<file path="src/rtl/serial_frame_tx_queue.sv">
// serial_frame_tx_queue
// Buffered two-wire serial transmitter. Words arrive over valid/ready into a
// small FIFO. Each word goes out as one frame: an SFD_BITS delimiter followed
// by the WIDTH-bit word, both MSB first. Every bit is HIGH_CYCLES of
// serialClock high (data valid) then LOW_CYCLES low (data forced to 0).
// Consecutive frames are contiguous, or separated by GAP_CYCLES idle cycles.
//
// Ports:
//   clock       system clock, posedge
//   reset       synchronous, active-high
//   in_data     word to transmit
//   in_valid    producer offers in_data
//   in_ready    FIFO has room (low while reset is high)
//   serialClock registered serial bit clock
//   serialData  registered serial data, 0 whenever serialClock is 0
//   busy        FIFO non-empty or a frame/gap in progress
//   level       current FIFO occupancy
module serial_frame_tx_queue #(
  parameter int unsigned WIDTH       = 16,
  parameter int unsigned DEPTH       = 4,
  parameter int unsigned HIGH_CYCLES = 8,
  parameter int unsigned LOW_CYCLES  = 8,
  parameter int unsigned SFD_BITS    = 8,
  parameter logic [SFD_BITS-1:0] SFD = 8'hAB,
  parameter int unsigned GAP_CYCLES  = 0
) (
  input  logic                         clock,
  input  logic                         reset,
  input  logic [WIDTH-1:0]             in_data,
  input  logic                         in_valid,
  output logic                         in_ready,
  output logic                         serialClock,
  output logic                         serialData,
  output logic                         busy,
  output logic [$clog2(DEPTH+1)-1:0]   level
);

  localparam int unsigned BitCycles = HIGH_CYCLES + LOW_CYCLES;
  localparam int unsigned FrameBits = SFD_BITS + WIDTH;
  localparam int unsigned PhW       = (BitCycles > 1) ? $clog2(BitCycles) : 1;
  localparam int unsigned BitW      = $clog2(FrameBits + 1);
  localparam int unsigned PtrW      = (DEPTH > 1) ? $clog2(DEPTH) : 1;
  localparam int unsigned GapW      = (GAP_CYCLES > 1) ? $clog2(GAP_CYCLES) : 1;
  localparam int unsigned LvlW      = $clog2(DEPTH + 1);

  typedef enum logic [1:0] {StIdle, StBit, StGap} state_e;

  state_e                 state_q, state_d;
  logic [PhW-1:0]         phase_q, phase_d;
  logic [BitW-1:0]        bit_q, bit_d;
  logic [GapW-1:0]        gap_q, gap_d;
  logic [FrameBits-1:0]   shift_q, shift_d;
  logic                   sclk_q, sclk_d;
  logic                   sdata_q, sdata_d;

  logic [WIDTH-1:0]       mem_q [DEPTH];
  logic [WIDTH-1:0]       mem_d [DEPTH];
  logic [PtrW-1:0]        wr_ptr_q, wr_ptr_d;
  logic [PtrW-1:0]        rd_ptr_q, rd_ptr_d;
  logic [LvlW-1:0]        count_q, count_d;

  logic push, pop, fifo_ne, want_load;

  // ---------------------------------------------------------------------------
  // FIFO
  // ---------------------------------------------------------------------------
  assign fifo_ne  = (count_q != '0);
  assign in_ready = !reset && (count_q != LvlW'(DEPTH));
  assign push     = in_valid && in_ready;

  always_comb begin
    mem_d    = mem_q;
    wr_ptr_d = wr_ptr_q;
    rd_ptr_d = rd_ptr_q;
    if (push) begin
      mem_d[wr_ptr_q] = in_data;
      // DEPTH is a power of 2, so the natural pointer overflow is the wrap.
      wr_ptr_d        = wr_ptr_q + PtrW'(1);
    end
    if (pop) begin
      rd_ptr_d = rd_ptr_q + PtrW'(1);
    end
    count_d = count_q + LvlW'(push) - LvlW'(pop);
  end

  // ---------------------------------------------------------------------------
  // Next-state logic
  // ---------------------------------------------------------------------------
  always_comb begin
    state_d   = state_q;
    phase_d   = phase_q;
    bit_d     = bit_q;
    gap_d     = gap_q;
    shift_d   = shift_q;
    pop       = 1'b0;
    want_load = 1'b0;

    unique case (state_q)
      StIdle: want_load = 1'b1;
      StBit: begin
        if (phase_q == PhW'(BitCycles - 1)) begin
          phase_d = '0;
          shift_d = {shift_q[FrameBits-2:0], 1'b0};
          bit_d   = bit_q + BitW'(1);
          if (bit_q == BitW'(FrameBits - 1)) begin
            if (GAP_CYCLES > 0) begin
              state_d = StGap;
              gap_d   = '0;
            end else begin
              want_load = 1'b1;
            end
          end
        end else begin
          phase_d = phase_q + PhW'(1);
        end
      end
      StGap: begin
        if (gap_q == GapW'(GAP_CYCLES - 1)) begin
          want_load = 1'b1;
        end else begin
          gap_d = gap_q + GapW'(1);
        end
      end
      default: state_d = StIdle;
    endcase

    // Shared by IDLE, end of frame (no gap) and end of gap: start the next
    // frame on this edge if a word is waiting, otherwise rest in IDLE.
    if (want_load) begin
      if (fifo_ne) begin
        pop     = 1'b1;
        shift_d = {SFD, mem_q[rd_ptr_q]};
        phase_d = '0;
        bit_d   = '0;
        state_d = StBit;
      end else begin
        state_d = StIdle;
      end
    end
  end

  // ---------------------------------------------------------------------------
  // Output logic: the line registers are fed from next-state values so the
  // first high cycle appears right after the load edge.
  // ---------------------------------------------------------------------------
  always_comb begin
    sclk_d  = (state_d == StBit) && (phase_d < PhW'(HIGH_CYCLES));
    sdata_d = sclk_d && shift_d[FrameBits-1];
  end

  assign serialClock = sclk_q;
  assign serialData  = sdata_q;
  assign busy        = fifo_ne || (state_q != StIdle);
  assign level       = count_q;

  // ---------------------------------------------------------------------------
  // State registers
  // ---------------------------------------------------------------------------
  always_ff @(posedge clock) begin
    mem_q <= mem_d;
    if (reset) begin
      state_q  <= StIdle;
      phase_q  <= '0;
      bit_q    <= '0;
      gap_q    <= '0;
      shift_q  <= '0;
      sclk_q   <= 1'b0;
      sdata_q  <= 1'b0;
      wr_ptr_q <= '0;
      rd_ptr_q <= '0;
      count_q  <= '0;
    end else begin
      state_q  <= state_d;
      phase_q  <= phase_d;
      bit_q    <= bit_d;
      gap_q    <= gap_d;
      shift_q  <= shift_d;
      sclk_q   <= sclk_d;
      sdata_q  <= sdata_d;
      wr_ptr_q <= wr_ptr_d;
      rd_ptr_q <= rd_ptr_d;
      count_q  <= count_d;
    end
  end

endmodule
</file>
<file path="config.mk">
export PLATFORM = sky130hd
export DESIGN_NAME = serial_frame_tx_queue
export DESIGN_NICKNAME = d
export VERILOG_FILES = /design/src/rtl/serial_frame_tx_queue.sv
export SDC_FILE = /design/constraint.sdc
export NUM_CORES = 1
export LEC_CHECK = 0
export CAP_MARGIN = 20
export CORE_MARGIN = 10
export CORE_UTILIZATION = 55
export CTS_CLUSTER_DIAMETER = 100
export DETAILED_ROUTE_END_ITERATION = 12
export HOLD_SLACK_MARGIN = 0.03
export PLACE_DENSITY_LB_ADDON = 0.3
export SLEW_MARGIN = 20
export SYNTH_ARGS = -nofsm -noshare
export SYNTH_HDL_FRONTEND = slang
export SYNTH_SLANG_ARGS = --single-unit
</file>
<file path="constraint.sdc">
create_clock -name clock -period 7.2 [get_ports clock]
set_input_delay 2.16 -clock clock [delete_from_list [all_inputs] [get_ports clock]]
set_output_delay 2.16 -clock clock [all_outputs]
set_load 0.02 [all_outputs]
</file>
==> summary.md, run 1 <==
| Metric | Value |
|---|---|
| Vias per cell | about 5.6 |
| Syn Area/Cell | roughly 13 µm² |
| Largest net degree at the start of global routing | 34 |
| Final worst slack | 1.45 ns |
| Synth warnings | 0 |
| Core region area | 0.00773 mm² |
| P_int | 1.09 mW |
| Leading area contributor after synthesis | edfxtp_1 |
| Final Critical Period | between 5 and 6 ns |
| First-pass GRT wire length | 12700 µm |
| Net Sw Frac | a little under a third |
| Clock root buffer | clkbuf_8 |
| Post-synth top area share | between 40% and 50% |
| Gr ovfl total | 0 |
| Ant. Diodes | 0 |
| Setup Viol. Count Final | 0 |
| WS Path Type | input port to primary output |
| Mapped Nets | 355 |
| ANT nets after route | 0 |
| Worst setup SP type | input port |
| Share of layout cells above drive strength 1 | roughly an eighth |
| EDFF count, synth | 64 |
| Cell row count | 32 |
| Worst rel slew slack | 36.7% |
| Detail Placement HPWL | ~5000 µm |
| Power Dens Cells | between 300 and 400 mW/mm² |
| P&R area growth vs syn | 11.4% |
| Register area share after synthesis | 64.7% |
| Vias in the first global route | 2670 |
| Synth Cell Area | 0.00436 mm² |
| Pre-CTS setup slack | 1.45 ns |
| Logic gate share of total power | 27.0% |
| Clock latency on the worst-skew pair | 0.36 ns |
| Max Cap Viol | 0 |
| Worst Setup End Kind | primary output |
| Least-Margin Pin Slew | 0.948 ns |
| Most numerous cell in the Yosys netlist | edfxtp_1 |
| DRC | 0 |
| Async SR Flop Fraction | 0% |
| Starting DRT DRC Count | ~160 |
| Fmax | 174 MHz |
| Post-CTS Setup Inserts | 0 |
| DR WL/cell | 16.7 µm |
| Total CTS buffers | 9 |
| Crit path required time | 5.04 ns |
| Final hold vios | 0 |
| Initial Util | 56.5% |
| Critical Path Fanout Max | 33 |
| Pins Over Slew Limit | 0 |
| Drt pass-1 iters | 4 |
| Number of port buffers | 25 |
| Worst min path class | register to register |
| Ratio of final minimum period to clock period | 79.9% |
| Top cells by area, synth | edfxtp_1, dfxtp_1, mux4_2 |
| Cell variety after synth | 43 |
| Ys flop type | edfxtp_1 |
| Cts-stage hold buffer count | 0 |
| Via count | 2537 |
| Leak Pwr | 1.58 nW |
| Sw Pwr | roughly 0.5 mW |
| Resized cells post-CTS | 0 |
| Max VDD drop | 157 µV |
| Post-synth top cells | edfxtp_1, nand2_1, dfxtp_1 |
| Mapped Cells | about 330 |
| Status | complete, no violations |
| Clock skew | 0.0112 ns |
| Chip height | 109 µm |
| H-Tree Level Count | 3 |
| Seq cells post-synth | 109 |
| GR Util All Layers | 13.6% |
| DIE WIDTH | 109 µm |
| Clock share of power | 21.6% |
| Num Clock Sinks | ~110 |
| CTS tree | done |
| RSZ-0062 raised after global routing | no |
| Antenna violations before repair | 0 |
| WP data arrival | 3.59 ns |
| Nets | around 380 |
| TNS Setup | 0 ns |
| IO Pins | 26 |
| Final WL | approximately 7600 µm |
| Routability cong. | 0.698 |
| CTS max path bufs | 2 |
| Clk slew on worst S/H paths | around 0.1 ns |
| Part of the power in registers | roughly 51% |
| Total die area | 0.0119 mm² |
registers in the layout (all words and copies together), names as in the netlist:
name         cells
mem_q           64
shift_q         24
bit_q            5
phase_q          4
level            3
rd_ptr_q         2
state_q          2
wr_ptr_q         2
gap_q            1
serialClock      1
serialData       1
worst max-delay path, cell delays in order:
cell	delay [ns]
clkdlybuf4s50_1	0.41
buf_4	0.24
a21oi_1	0.15
clkdlybuf4s50_1	0.62
cell type report:
cell class / instances / area (µm²)
multi-input combinational: 187 / 1400
sequential: 109 / 2820
fill: 586 / 2870
tap: 102 / 128
timing repair buffer: 28 / 273
inverter: 14 / 52.6
clock inverter: 7 / 61.3
clock buffer: 9 / 124
worst paths after layout:
path / start / to / slack (ns) / depth (start not counted)
min: gap_q / state_q[1] / 0.44 / 1
max reg2reg: phase_q[0] / level[2] / 4.10 / 12
min reg2reg: gap_q / state_q[1] / 0.44 / 1
max: reset / in_ready / 1.45 / 4
per-layer routing:
layer / share of wire, % / routed length (µm) / track usage, %
met2: 53 / 4020 / 23.9
met3: 5.0 / 383 / 4.13
met5: 0 / 0 / 0
met1: 42 / 3160 / 15.7
met4: 0.53 / 40 / 4.14
kinds of logic (layout without fill, tap and decap cells):
family	after synthesis	count (layout)	synth area share (%)
buf+inv	31	58	3.18
mux	16	16	8.26
compound gates	49	49	8.40
xor+xnor	8	8	1.61
fa+ha+maj	9	9	2.75
simple gates	105	105	11.1
flops	109	109	64.7
metrics by stage:
step	hold WS [ns]	cell area [µm²]	std cells	power [mW]	utilization, %
2_1_floorplan	0.417	4360	327	1.15	-
3_3_place_gp	0.429	4680	440	1.25	60.5
3_5_place_dp	0.430	4680	440	1.26	60.5
4_1_cts	0.447	4860	456	1.60	62.9
5_1_grt	0.472	4860	456	1.69	62.9
6_report	0.441	4860	456	1.59	62.9
power groups by stage:
stage               clock (mW)  sequential [mW]  combinational, mW
floorplan                    0            0.812              0.334
finish                   0.343            0.815              0.429
detailed placement           0            0.827              0.432
global placement             0            0.825              0.421
CTS                      0.355            0.814              0.434
global route             0.378            0.826              0.481
layout by cell type, fill, tap and decap left out, types with 4 or more instances in the layout:
cell             netlist  final
xnor2_1                7      7
nor2_1                12     12
nand3_1                4      4
and2_1                 4      4
a21oi_1               12     12
dfxtp_1               45     45
inv_1                 13     13
a311oi_1              16     16
clkbuf_8               0      9
edfxtp_1              64     64
a31oi_1                4      4
ha_1                   8      8
clkdlybuf4s50_1        0     25
nor3_1                18     18
mux4_2                16     16
nand2_1               52     52
Power figures use the tool's default switching activity.
==> run 2, diff against run 1 <==
--- a/config.mk
+++ b/config.mk
@@ -7,7 +7,7 @@
 export LEC_CHECK = 0
 export CAP_MARGIN = 20
 export CORE_MARGIN = 10
-export CORE_UTILIZATION = 55
+export CORE_UTILIZATION = 53
 export CTS_CLUSTER_DIAMETER = 100
 export DETAILED_ROUTE_END_ITERATION = 12
 export HOLD_SLACK_MARGIN = 0.03
==> constraint.sdc (replaced) <==
create_clock -name clock -period 5 [get_ports clock]
set_input_delay 1.5 -clock clock [delete_from_list [all_inputs] [get_ports clock]]
set_output_delay 1.5 -clock clock [all_outputs]
set_load 0.02 [all_outputs]
==> run 2 against run 1 <==
Die area rose by 3.1%. Clock power rose by 38%. Final cell count rose by 0.66%. Non-clock buffer count did not move.
==> summary.md, run 2 (same netlist as run 1, synthesis figures left out) <==
| Metric | Value |
|---|---|
| Status | complete, no violations |
| Initial Util | 53.9% |
| P&R area growth vs syn | 11.2% |
| Leak Pwr | approximately 1.6 nW |
| Largest net degree at the start of global routing | 33 |
| FF-to-FF setup slack | 1.83 ns |
| Final Critical Period | 4.17 ns |
| Detail Placement HPWL | 4880 µm |
| GR Util All Layers | approximately 13% |
| Clock skew | 0.0191 ns |
| Vias per cell | 5.58 |
| Worst rel slew slack | 41.1% |
| R2R cell count | 12 |
| TNS Setup | 0 ns |
| Worst hold path stage count | 2 |
| Starting DRT DRC Count | 132 |
| Pre-CTS setup slack | 0.830 ns |
| Fmax | roughly 240 MHz |
| CTS max path bufs | 2 |
| CTS tree | done |
| Hold Path End | shift_q[20] |
| Final worst slack | 0.825 ns |
| Final WL | around 7600 µm |
| Routability cong. | between 0.7 and 0.8 |
| Power Dens Cells | 468 mW/mm² |
| H-Tree Level Count | 3 |
| Commonest non-fill, non-tap cell in the layout | edfxtp_1 |
| Clock latency on the worst-skew pair | 0.36 ns |
| DR WL/cell | 16.5 µm |
| Chip height | between 100 and 150 µm |
| Vias in the first global route | 2665 |
| Post-place instance area | around 0.0047 mm² |
| Max reg flops | 64 |
| Share of layout cells above drive strength 1 | between 10% and 20% |
| Total die area | 0.0123 mm² |
| ANT nets after route | 0 |
| Gr ovfl total | 0 |
| Core region area | between 0.008 and 0.009 mm² |
| Fill count | 683 |
| Number of port buffers | 25 |
| Least-Margin Pin Slew | 0.883 ns |
| Clk slew on worst S/H paths | between 0.1 and 0.15 ns |
| Final design utilization | 60.0% |
| Worst min path class | register to register |
| Clock root buffer | clkbuf_8 |
| Cell row count | 33 |
| Total CTS buffers | 9 |
| HP Start | shift_q[19] |
| Pins Over Slew Limit | 0 |
| Via count | 2562 |
| Worst Setup End Kind | primary output |
| Largest Register | mem_q |
| Max VDD drop | between 200 and 250 µV |
| First-pass GRT wire length | about 13000 µm |
| Ratio of final minimum period to clock period | between 80% and 90% |
| DRC | 0 |
| Worst setup SP type | input port |
| Max Cap Viol | 0 |
| Final hold vios | 0 |
| Ant. Diodes | 0 |
| Cts-stage hold buffer count | 0 |
| Nets | 377 |
| Setup Viol. Count Final | 0 |
| DIE WIDTH | around 110 µm |
| Antenna violations before repair | 0 |
| Top flop regs | mem_q: 64 flops, shift_q: 24 flops, bit_q: 5 flops |
| Post-route cell area | 0.00485 mm² |
| WS Path Type | input port to primary output |
| WP data arrival | roughly 2.7 ns |
| Drt pass-1 iters | 4 |
| Crit path required time | approximately 3.5 ns |
| Reg2reg start | phase_q[0] |
| RSZ-0062 raised after global routing | no |
| Num Clock Sinks | 109 |
| Post-CTS Setup Inserts | 0 |
| IO Pins | 26 |
| Resized cells post-CTS | 0 |
| RR Endpoint | level[2] |
| Most frequent cells in the layout | edfxtp_1, nand2_1, dfxtp_1 |
| Critical Path Fanout Max | 2 |
-- run 2: cell count changes in the layout (fill, tap and decap cells not counted), sizes merged --
cell | previous run | this run
inv | 18 | 16
clkinv | 3 | 2
clkbuf | 9 | 10
clkinvlp | 0 | 2
-- run 2: worst max-delay path by stage --
| stage | slack (ns) | depth (start not counted) | end | start |
|---|---|---|---|---|
| finish | 0.83 | 3 | in_ready | reset |
| global route | 0.78 | 3 | in_ready | reset |
| CTS | 0.83 | 3 | in_ready | reset |
| detailed placement | 0.83 | 3 | in_ready | reset |
| global placement | 0.86 | 3 | in_ready | reset |
| floorplan | 1.26 | 3 | in_ready | reset |
-- run 2: area by class of cell --
cell class	instances	area [µm²]	area share, %
multi-input combinational	187	1400	28.9
inverter	14	52.6	1.08
tap	105	131	2.71
timing repair buffer	28	273	5.62
sequential	109	2820	58.2
clock buffer	10	128	2.63
clock inverter	6	45.0	0.928
-- run 2: power by group --
group          internal (mW)  leakage (nW)  switching, mW  total, mW
Combinational          0.292         0.535          0.337      0.629
Clock                  0.184        0.0809          0.291      0.475
Sequential              1.08         0.950         0.0858       1.17
-- run 2: routing by layer --
layer  up-vias  global-route usage [%]  share of wire, %
met1      1268                    15.3                43
li1       1254                       -                 -
met3         7                    2.38               2.8
met4         0                    5.38               1.1
met2        33                    21.2                53
met5         -                       0                 0
-- run 2: worst max-delay path, stage by stage --
cell and delay [ns]:
clkdlybuf4s50_1 0.42, a21oi_1 0.13, clkdlybuf4s50_1 0.62
-- run 2: through the flow --
stage	hold WS, ns	total power, mW	std cells
after global placement	0.426	1.79	443
after detailed placement	0.435	1.82	443
after floorplan	0.417	1.65	327
after CTS	0.449	2.30	459
after global routing	0.457	2.41	459
final	0.440	2.27	459
==> run 3, diff against run 2 <==
--- a/config.mk
+++ b/config.mk
@@ -7,7 +7,7 @@
 export LEC_CHECK = 0
 export CAP_MARGIN = 20
 export CORE_MARGIN = 10
-export CORE_UTILIZATION = 53
+export CORE_UTILIZATION = 55
 export CTS_CLUSTER_DIAMETER = 100
 export DETAILED_ROUTE_END_ITERATION = 12
 export HOLD_SLACK_MARGIN = 0.03
==> constraint.sdc (replaced) <==
create_clock -name clock -period 4.2 [get_ports clock]
set_input_delay 1.26 -clock clock [delete_from_list [all_inputs] [get_ports clock]]
set_output_delay 1.26 -clock clock [all_outputs]
set_load 0.02 [all_outputs]
==> run 3 against run 2 <==
Cell area up 1.4%. Clock skew is 0.0076 ns lower. Via count rose by 0.62%. Count of clock-buffer cells in the layout did not move. Register-to-register slack lost 0.72 ns. Worst hold slack improved by 0.021 ns. Clock power is 34% higher. Utilization up 3.7 points. Sequential share of layout area decreased by 0.83 points. Final cell count is 0.44% higher. Critical endpoint unchanged. Largest power group unchanged.
==> summary.md, run 3 (same netlist as run 1, synthesis figures left out) <==
| Metric | Value |
|---|---|
| Worst hold margin | 0.461 ns |
| Antenna violations before repair | 0 |
| ANT nets after route | 0 |
| CTS tree | done |
| Largest net degree at the start of global routing | 32 |
| P&R area growth vs syn | 12.8% |
| Part of the power in registers | 50.6% |
| Worst rel slew slack | 39.7% |
| Crit path required time | 2.94 ns |
| Critical Path Fanout Max | 3 |
| Cell row count | 32 |
| TNS Setup | 0 ns |
| P_int | 1.92 mW |
| Commonest non-fill, non-tap cell in the layout | edfxtp_1 |
| Final WL | 7590 µm |
| Starting DRT DRC Count | 133 |
| Pins Over Slew Limit | 0 |
| Share of layout cells above drive strength 1 | 13.4% |
| RSZ-0062 raised after global routing | no |
| Clock share of power | 22.9% |
| Top flop regs | mem_q: 64 flops, shift_q: 24 flops, bit_q: 5 flops |
| CTS max path bufs | 2 |
| Largest Register | mem_q |
| DRC | 0 |
| Initial Util | 56.5% |
| First-pass GRT wire length | 12800 µm |
| Detail Placement HPWL | 4860 µm |
| Clock skew | 0.0114 ns |
| Setup Viol. Count Final | 0 |
| Total die area | around 0.012 mm² |
| Worst min path class | register to register |
| Max reg flops | 64 |
| Drt pass-1 iters | 4 |
| Num Clock Sinks | 109 |
| Worst setup SP type | input port |
| WP data arrival | 2.48 ns |
| Vias in the first global route | about 2700 |
| Inst Count DP | approximately 450 |
| Core region area | 0.00773 mm² |
| Clk slew on worst S/H paths | 0.10 ns |
| Final worst slack | 0.464 ns |
| Vias per cell | 5.59 |
| Fin cells | 461 |
| Cts-stage hold buffer count | 0 |
| Clock root buffer | clkbuf_8 |
| Sw Pwr | 0.854 mW |
| DR WL/cell | 16.5 µm |
| Net Sw Frac | between 30% and 40% |
| GR Util All Layers | a little over an eighth |
| Post-CTS Setup Inserts | 0 |
| Power Dens Cells | between 500 and 600 mW/mm² |
| Final Critical Period | 3.74 ns |
| Nets | ~380 |
| Leak Pwr | 1.62 nW |
| Pre-CTS setup slack | between 0.4 and 0.5 ns |
| Fmax | between 200 and 300 MHz |
| Tot Pwr | 2.78 mW |
| DIE WIDTH | 109 µm |
| Ant. Diodes | 0 |
| IO Pins | 26 |
| Total CTS buffers | 9 |
| Least-Margin Pin Slew | 0.903 ns |
| Max Cap Viol | 0 |
| Routability cong. | between 0.7 and 0.8 |
| Via count | 2578 |
| Max VDD drop | 292 µV |
| Clock latency on the worst-skew pair | between 0.3 and 0.4 ns |
| Most frequent cells in the layout | edfxtp_1, nand2_1, dfxtp_1 |
| Gr ovfl total | 0 |
| Worst Setup End Kind | primary output |
| Status | complete, no violations |
| Logic gate share of total power | 26.5% |
| H-Tree Level Count | 3 |
| Ratio of final minimum period to clock period | 88.9% |
| Number of port buffers | 25 |
| Resized cells post-CTS | 0 |
| WS Path Type | input port to primary output |
| Chip height | ~110 µm |
| Final hold vios | 0 |
==> run 3: changes by cell type in the layout (fill, tap and decap cells not counted), sizes merged <==
cell	before	now
buf	3	8
bufinv	0	1
clkinv	2	3
clkinvlp	2	0
==> run 3: final cells by class <==
cell class | count | area [µm²]
fill | 567 | 2800
inverter | 14 | 52.6
timing repair buffer | 33 | 310
sequential | 109 | 2820
multi-input combinational | 187 | 1400
tap | 102 | 128
clock inverter | 6 | 81.3
clock buffer | 10 | 128
==> run 3: power by group through the flow <==
stage          registers, mW  clock network (mW)  logic, mW
2_1_floorplan           1.39                   0      0.573
3_3_place_gp            1.42                   0      0.723
3_5_place_dp            1.43                   0      0.741
4_1_cts                 1.41               0.651      0.744
5_1_grt                 1.43               0.694      0.819
6_report                1.41               0.637      0.735
==> run 3: layer usage <==
layer / wire length, µm / up-vias / GRT usage (%)
li1: - / 1263 / -
met1: 3350 / 1267 / 17.0
met2: 3870 / 40 / 22.5
met3: 254 / 8 / 2.60
met4: 114 / 0 / 6.21
met5: 0 / - / 0
==> run 3: worst paths after layout <==
check         startpoint     endpoint  slack [ns]  cells past startpoint
max                reset     in_ready        0.46                      3
min          shift_q[21]  shift_q[22]        0.46                      2
max reg2reg   phase_q[0]     level[2]        1.11                     12
min reg2reg  shift_q[21]  shift_q[22]        0.46                      2
==> run 3: worst max-delay path, cell delays in order <==
cell	delay [ns]
clkdlybuf4s50_1	0.45
a21oi_1	0.14
clkdlybuf4s50_1	0.62
==> run 3: per-stage QoR <==
stage	instance area [µm²]	util (%)
floorplan	4360	-
global placement	4710	61.0
detailed placement	4710	61.0
CTS	4920	63.7
global route	4920	63.7
finish	4920	63.7
